===== config.mk =====
export PLATFORM = sky130hd
export DESIGN_NAME = pma_rx_deserializer
export DESIGN_NICKNAME = d
export VERILOG_FILES = /design/src/rtl/pma_rx_pkg.sv /design/src/rtl/pma_rx_comma_det.sv /design/src/rtl/pma_rx_deserializer.sv
export SDC_FILE = /design/constraint.sdc
export NUM_CORES = 1
export LEC_CHECK = 0
export ABC_AREA = 0
export CAP_MARGIN = 40
export CORE_ASPECT_RATIO = 0.7
export CORE_MARGIN = 2
export CORE_UTILIZATION = 54
export DETAILED_ROUTE_END_ITERATION = 10
export GPL_TIMING_DRIVEN = 0
export PLACE_DENSITY = 0.82
export SKIP_CTS_REPAIR_TIMING = 1
export SLEW_MARGIN = 30
export SYNTH_ARGS = -nofsm -noshare
export SYNTH_HDL_FRONTEND = slang
export SYNTH_SLANG_ARGS = --single-unit
export TNS_END_PERCENT = 20

===== constraint.sdc =====
create_clock -name Bit_Rate_Clk -period 2.3 [get_ports Bit_Rate_Clk]
set_input_delay 0.345 -clock Bit_Rate_Clk [delete_from_list [all_inputs] [get_ports Bit_Rate_Clk]]
set_output_delay 0.345 -clock Bit_Rate_Clk [all_outputs]
set_load 0.01 [all_outputs]

===== src/rtl/pma_rx_pkg.sv =====
// Shared constants and types for the PMA receive deserializer.
package pma_rx_pkg;

    // K28.5 in both running disparities, as seen in the 10-bit window
    // with bit0 = first bit received.
    localparam logic [9:0] K28_5_RDN = 10'h17C;
    localparam logic [9:0] K28_5_RDP = 10'h283;

    // Width of the good/bad comma counters (limits are 1..15).
    localparam int CNT_W = 4;

    // Last phase of a 10-bit symbol.
    localparam logic [3:0] PH_LAST = 4'd9;

    typedef enum logic [1:0] {
        UNLOCKED  = 2'd0,
        CANDIDATE = 2'd1,
        LOCKED    = 2'd2
    } rx_state_t;

    // True when the window holds a K28.5 of either disparity.
    function automatic logic is_comma(input logic [9:0] w);
        return (w == K28_5_RDN) || (w == K28_5_RDP);
    endfunction

endpackage


===== src/rtl/pma_rx_comma_det.sv =====
// Combinational comma detector: classifies a K28.5 in the window as
// landing on the current symbol boundary or off it.
module pma_rx_comma_det
    import pma_rx_pkg::*;
(
    input  logic [9:0] shreg,
    input  logic [3:0] ph,
    output logic       match,
    output logic       aligned,
    output logic       misaligned
);

    assign match      = is_comma(shreg);
    // A comma on the last phase is on the boundary, never a misalignment.
    assign aligned    = match && (ph == PH_LAST);
    assign misaligned = match && (ph != PH_LAST);

endmodule


===== src/rtl/pma_rx_deserializer.sv =====
// Receive PMA deserializer: shifts the serial line LSB first into a 10-bit
// window, hunts for K28.5 to find the symbol boundary, and once locked
// strobes aligned symbols to the 8b/10b decoder.
//
// Output handshake: Data_Valid is a one-cycle push strobe with no ready/
// backpressure; Data_out is only meaningful on the Data_Valid cycle and
// holds its last strobed value otherwise. Comma_Det pulses on any boundary
// carrying a comma, whether or not Data_Valid is high.
module pma_rx_deserializer
    import pma_rx_pkg::*;
#(
    parameter int DATA_WIDTH = 10,
    parameter int LOCK_COUNT = 3,
    parameter int LOSS_COUNT = 4
) (
    input  logic                  Bit_Rate_Clk,
    input  logic                  Rst,
    input  logic                  RX_In_P,
    input  logic                  RX_In_N,
    input  logic                  Align_En,
    output logic [DATA_WIDTH-1:0] Data_out,
    output logic                  Data_Valid,
    output logic                  Comma_Det,
    output logic                  Locked,
    output logic                  Diff_Err
);

    localparam logic [CNT_W-1:0] LOCK_N = LOCK_COUNT[CNT_W-1:0];
    localparam logic [CNT_W-1:0] LOSS_N = LOSS_COUNT[CNT_W-1:0];

    logic [DATA_WIDTH-1:0] shreg;
    logic [3:0]            ph;
    logic [CNT_W-1:0]      good_cnt;
    logic [CNT_W-1:0]      bad_cnt;
    rx_state_t             state;

    logic match;
    logic aligned;
    logic misaligned;
    logic realign;
    logic boundary;

    pma_rx_comma_det u_comma_det (
        .shreg      (shreg),
        .ph         (ph),
        .match      (match),
        .aligned    (aligned),
        .misaligned (misaligned)
    );

    // Slipping the boundary onto a stray comma is only allowed while hunting.
    assign realign  = Align_En && misaligned && (state != LOCKED);
    assign boundary = (ph == PH_LAST) || realign;
    assign Locked   = (state == LOCKED);

    // Serial shift: newest bit enters at the top, shreg[0] is the oldest.
    always_ff @(posedge Bit_Rate_Clk) begin
        if (Rst) begin
            shreg <= '0;
        end else begin
            shreg <= {RX_In_P, shreg[DATA_WIDTH-1:1]};
        end
    end

    // Symbol phase counter, restarted on every boundary (natural or realign).
    always_ff @(posedge Bit_Rate_Clk) begin
        if (Rst) begin
            ph <= '0;
        end else if (boundary) begin
            ph <= '0;
        end else begin
            ph <= ph + 4'd1;
        end
    end

    // Alignment FSM with its good/bad comma counters.
    always_ff @(posedge Bit_Rate_Clk) begin
        if (Rst) begin
            state    <= UNLOCKED;
            good_cnt <= '0;
            bad_cnt  <= '0;
        end else begin
            case (state)
                UNLOCKED: begin
                    if (Align_En && match) begin
                        good_cnt <= 4'd1;
                        if (LOCK_N == 4'd1) begin
                            state   <= LOCKED;
                            bad_cnt <= '0;
                        end else begin
                            state <= CANDIDATE;
                        end
                    end
                end
                CANDIDATE: begin
                    if (aligned) begin
                        good_cnt <= good_cnt + 4'd1;
                        if ((good_cnt + 4'd1) >= LOCK_N) begin
                            state   <= LOCKED;
                            bad_cnt <= '0;
                        end
                    end else if (misaligned && Align_En) begin
                        good_cnt <= 4'd1;
                    end
                end
                LOCKED: begin
                    if (aligned) begin
                        bad_cnt <= '0;
                    end else if (misaligned && Align_En) begin
                        if ((bad_cnt + 4'd1) >= LOSS_N) begin
                            state    <= UNLOCKED;
                            good_cnt <= '0;
                            bad_cnt  <= '0;
                        end else begin
                            bad_cnt <= bad_cnt + 4'd1;
                        end
                    end
                end
                default: begin
                    state    <= UNLOCKED;
                    good_cnt <= '0;
                    bad_cnt  <= '0;
                end
            endcase
        end
    end

    // Symbol output registers, loaded one edge after the boundary cycle.
    always_ff @(posedge Bit_Rate_Clk) begin
        if (Rst) begin
            Data_out   <= '0;
            Data_Valid <= 1'b0;
            Comma_Det  <= 1'b0;
        end else begin
            Data_Valid <= boundary && (state == LOCKED);
            Comma_Det  <= boundary && match;
            if (boundary && (state == LOCKED)) begin
                Data_out <= shreg;
            end
        end
    end

    // Line integrity flag, independent of alignment.
    always_ff @(posedge Bit_Rate_Clk) begin
        if (Rst) begin
            Diff_Err <= 1'b0;
        end else begin
            Diff_Err <= (RX_In_P == RX_In_N);
        end
    end

endmodule


### Yosys cells after proc, flatten, opt, wreduce, memory -nomap -nowiden

Cells that the tools add are included.

* add/sub/neg operators: 3
* $lt $le $gt $ge: 2
* equality and inequality tests: 16
* mux-type cells: 20
* bitwise logic cells: 1
* reductions and logical operators: 14

Operators with widths (count)
* 4-bit 2-to-1 mux: 11
* 4-bit case mux with 3 select lines: 2
* 4-bit by 1-bit adder with 4-bit output, second input constant: 3
* 2-bit 2-to-1 mux: 6
* 10-bit == test, second input constant: 1
* 10-bit by 9-bit == test with 1-bit output, second input constant: 1
* 2-bit != test, second input constant: 5
* 1-bit logical AND: 7
* 2-bit case mux with 3 select lines: 1
* 6-bit AND reduction: 1
* 5-bit AND reduction: 1
* 4-bit == test, second input constant: 1
* 4-bit by 2-bit >= comparator with 1-bit output, second input constant: 1
* 4-bit by 3-bit >= comparator with 1-bit output, second input constant: 1
* 2-bit by 1-bit != test with 1-bit output, second input constant: 2
* 4-bit != test, second input constant: 1
* 4-bit AND reduction: 1
* 3-bit by 1-bit != test with 1-bit output, second input constant: 1
* 3-bit != test, second input constant: 1
* 2-bit by 1-bit == test with 1-bit output, second input constant: 1
* 2-bit == test, second input constant: 1
* 2-bit logical NOT: 1
* 1-bit logical OR: 2
* 2-bit OR reduction: 1
* other kinds (2): 2

* register bits after elaboration: 37
* input port bits: 5
* output and inout bits: 14
* logic and storage cells: 65

### Depth between registers and ports, before layout

* depth after elaboration: 7
* mapped depth: 8
* gate-level depth less buffers: 7

### Modules after synthesis

From an unflattened synthesis, not the netlist that was laid out.

* cells, all modules: 152
* area, all modules: 1565.3 um2

By module, submodules not included
* pma_rx_deserializer: times used 1, cells an instance 142, area an instance 1472.7 um2, seq. area each 740.7 um2
* pma_rx_comma_det: times used 1, cells an instance 10, area an instance 92.6 um2, seq. area each 0.0 um2

### Worst setup path before layout

No wires, ideal clock.

* kind: register to register
* from: register ph[0]
* to: register bad_cnt[2]
* library setup time: 116 ps
* data arrival time: 1669 ps
* required time: 2184 ps
* slack: 515 ps
* stages on the path, launching flop included: 8
* buffers on the path: 1
* period minus slack after synthesis: 1785 ps
* cells stage by stage: dfxtp_1 -> ha_1 -> nand3b_1 -> buf_2 -> nor4_2 -> o31ai_2 -> o22a_4 -> and3_1

* cells in the longest elaborated chain, start to end: 5
* elaborated cells between the ends (all ways): 10
* those cells by class: eq/ne: 4; mux: 2; reduce/logical: 4

Ends and longest elaborated chain
* from (decl): line pma_rx_deserializer.sv:32 `logic [3:0] ph;`
* from (signal assigned): line pma_rx_deserializer.sv:72 `ph <= ph + 4'd1;`
* 4-bit != test: line pma_rx_comma_det.sv:16 `assign misaligned = match && (ph != PH_LAST);`
* 1-bit logical AND: line pma_rx_comma_det.sv:16
* 1-bit logical AND: line pma_rx_deserializer.sv:109 `end else if (misaligned && Align_En) begin`
* 3-bit by 1-bit != test with 1-bit output (no source line)
* 4-bit AND reduction (no source line)
* to (signal assigned): line pma_rx_deserializer.sv:115 `bad_cnt <= bad_cnt + 4'd1;`
* to (decl): line pma_rx_deserializer.sv:34 `logic [CNT_W-1:0] bad_cnt;`

Several ways; a longest one is shown, not always the timed one.
A chain may end at the register's enable or synchronous reset.

### Final worst setup path

Ends and elaborated chain as after synthesis.

==> reports/results.env <==
POWER_LEAKAGE_uW=0.000747
CLOCKPOWERSHARE=0.487
INSERTION_DELAY_PS=290
SYNTH.YOSYS.WARNINGS=0
CLOCK_TREE.ROOT_CELL='clkbuf_8'
DRT-INITIAL-DRC-COUNT=91
CLOCK_SKEW_PS=7.67
SYNTHESIZED_CELL_AREA_UM2=1630
HOLD_SLACK_PS=459
FIN_TOTAL_PWR_uW=1360
LAYOUT_COMMONEST_CELL='dfxtp_1'
CELL_INTERNAL_PWR_uW=1100
COMBINATIONALPOWERSHARE=0.032
GP_CONGESTION=0.835
SYNTH_CELL_TYPE_COUNT=47
PLACEMENT.CELL_AREA_UM2=1860
CRIT_REQUIRED_PS=2480
SEQ_POWER_SHARE=0.482
FINAL-HOLD-VIOLATION-COUNT=0
WORST_SETUP_PATH_END_KIND='flip-flop'
TIMING.REG2REG.SETUP_SLACK_PS=340
NETSWITCHINGFRACTION=0.194
GRT_ANTENNA_BEFORE_REPAIR=0
FINAL_ANTENNA_NET_COUNT=0
ROUTE.VIAS.TOTAL=1346
DIE_WIDTH_UM=69.7
GRT_SETUP_UNREPAIRED='false'
SYNTH_FP_NETS=187
CRITPATHLAUNCHTYPE='flip-flop'
CRIT_SHARE_POST_ROUTE=0.854
NNETSFINAL=213
MAX-SLEW-MARGIN-REL=0.486
I_O_PINS=19
CTSHTREEMAXLEVEL=2
SYNTH.AVG_CELL_AREA_UM2=9.22
NET-SWITCHING-POWER_uW=264
NUMBER_OF_BUFFER_CELLS_ADDED_ON_PRIMARY_PORTS=18
CTS-BUFFERS-INSERTED=5
DRIVE_GT1_FRAC=0.113
FMAXACHIEVABLE_MHz=509
FLOW.AREA_GROWTH_FROM_SYNTHESIS_PCT=22.3
WORSTPATHARRIVAL_PS=2150
FINAL_UTIL=0.702
SYNTH-SEQ-AREA-SHARE=0.454
ROUTED_VIA_DENSITY=5.61
SYNTH-EDFF-COUNT=0
GRT_FIRST_PASS_WIRELENGTH_UM=5750
NUMBER_OF_OPTIMIZATION_ITERATIONS_IN_THE_FIRST_DETAILED_ROUTE_PASS=4
CLOCK-SINKS=37
SYNTH_FF_TYPE='dfxtp_1'
RUN_STATUS='finished clean'
DRC_ERRORS=0
FINAL_PERIOD_MINUS_WORST_SETUP_SLACK_PS=1960
TIMING.FINAL.MAX_SLEW_VIOLATIONS=0
FINAL_SETUP_FAILS=0
CTS_TREE='yes'
CORE_AREA_UM2=2840
WORST-PATH-MAX-FANOUT=10
MAX_SLEW.WORST_PIN.SLEW_PS=764
MOSTFREQUENTLAYOUTCELLS='37 x dfxtp_1, 32 x nand2_1, 18 x clkdlybuf4s50_1'
DIE_H_UM=50.0
PIN_COUNT_OF_THE_BIGGEST_NET_ENTERING_GLOBAL_ROUTING=13
POST_SYNTH_INST_COUNT=177
MIN-DELAY-PATH-CLASS='reg2reg'
WORST-SETUP-PATH-TYPE='reg2reg'
DIE_AREA_UM2=3480
GRT_PASS1_VIAS=1265
GR-TOTAL-OVERFLOW=0
SYNTH.FF_LATCH_COUNT=37
ROUTED_WIRE_LENGTH_PER_INSTANCE_UM=13.9
PWR_DENSITY_CELL_nW_PER_UM2=683
WORST_SETUP_HOLD_PATH_CLK_SLEW_PS=80
SYNTH_ASYNC_SR_FLOP_SHARE=0
CTS_MAX_PATH_BUFFERS=2
ALL_LAYER_GLOBAL_ROUTING_USAGE=0.212
POSTLAYOUTCELLAREA_UM2=2000
INITIAL_UTILIZATION=0.574
SETUP_TNS_PS=0
TOTALWIRELENGTH_UM=3340
VDD_IR_DROP_MAX_mV=0.496
POST-DP-HPWL_UM=2470
FP-ROW-COUNT=16
DIODES=0
DRV.MAX_CAP_VIOLATION_COUNT=0
-- metrics by stage --
step | instances | setup WS [ps]
after detailed placement | 231 | 350
after CTS | 239 | 301
after floorplan | 177 | 515
after global routing | 240 | 205
final | 240 | 335
after global placement | 231 | 364
-- cell usage after synthesis, drive strengths merged, types with 2 or more instances --
| library cell | count | area share |
|---|---|---|
| nor3 | 3 | 0.023 |
| o31ai | 3 | 0.025 |
| clkbuf | 5 | 0.012 |
| nand3b | 2 | 0.012 |
| nand3 | 5 | 0.015 |
| and3 | 2 | 0.0077 |
| nand2 | 32 | 0.074 |
| or2 | 2 | 0.0077 |
| ha | 5 | 0.038 |
| a21oi | 12 | 0.037 |
| a211oi | 2 | 0.0092 |
| xor2 | 3 | 0.016 |
| o211ai | 3 | 0.014 |
| buf | 3 | 0.012 |
| mux2i | 3 | 0.018 |
| xnor2 | 2 | 0.011 |
| or4b | 2 | 0.015 |
| o2111ai | 2 | 0.011 |
| nor2b | 10 | 0.038 |
| inv | 6 | 0.014 |
| nor2 | 13 | 0.031 |
| nand4b | 2 | 0.011 |
| nor4 | 3 | 0.025 |
| o21ai | 5 | 0.015 |
| dfxtp | 37 | 0.45 |
-- cells by family (layout without fill, tap and decap cells) --
| group | after synthesis | after routing | share of synthesized area |
|---|---|---|---|
| and+or+nand+nor | 80 | 80 | 0.274 |
| DFF | 37 | 37 | 0.454 |
| xor gates and xnor gates | 5 | 5 | 0.0268 |
| adders and majority gates | 5 | 5 | 0.0383 |
| muxes | 3 | 3 | 0.0184 |
| buffers and inverters | 14 | 41 | 0.0376 |
| AOI/OAI and AO/OA | 33 | 33 | 0.151 |
-- power groups by stage --
stage          logic [uW]  registers (uW)  clock network [uW]
2_1_floorplan        24.7             670                   0
3_3_place_gp         41.5             670                   0
3_5_place_dp         43.0             671                   0
4_1_cts              43.3             656                 669
5_1_grt              48.6             657                 693
6_report             43.0             656                 663
-- path summary, 6_finish.rpt --
path / startpoint / depth (start not counted) / to
max: ph[0]$_SDFF_PP0_ / 7 / bad_cnt[2]$_SDFFE_PP0P_
min: Data_out[4]$_SDFFE_PP0P_ / 2 / Data_out[4]$_SDFFE_PP0P_
max reg2reg: ph[0]$_SDFF_PP0_ / 7 / bad_cnt[2]$_SDFFE_PP0P_
min reg2reg: Data_out[4]$_SDFFE_PP0P_ / 2 / Data_out[4]$_SDFFE_PP0P_
-- state kept, by name, summed over array words and instances, names as in the netlist --
register	cells
Data_Valid	1
good_cnt	4
Diff_Err	1
bad_cnt	4
state	2
Comma_Det	1
Data_out	10
shreg	10
ph	4
-- worst max-delay path: stages, from the launching register on --
cell	delay [ps]
dfxtp_1	390
ha_1	190
nand3b_1	140
buf_2	220
nor4_2	360
o31ai_2	150
o22a_4	230
and3_1	180
-- layout make-up --
| cell class | count | area [um2] |
|---|---|---|
| repair buffers | 19 | 185 |
| inverters | 6 | 22.5 |
| flip-flops and latches | 37 | 741 |
| multi-input cells | 126 | 830 |
| well taps | 36 | 45.0 |
| clock buffers | 5 | 68.8 |
| clock inverters | 3 | 65.1 |
| plain buffers | 8 | 38.8 |
| fillers | 205 | 847 |
-- per-layer routing --
layer / global-route usage / share of wire / vias to the layer above
met5: 0 / 0 / -
met4: 0.0513 / 0.013 / 0
met3: 0.0736 / 0.052 / 4
met2: 0.349 / 0.47 / 35
met1: 0.269 / 0.46 / 642
li1: - / - / 665
Note: power is estimated with default switching activity, not from simulation.
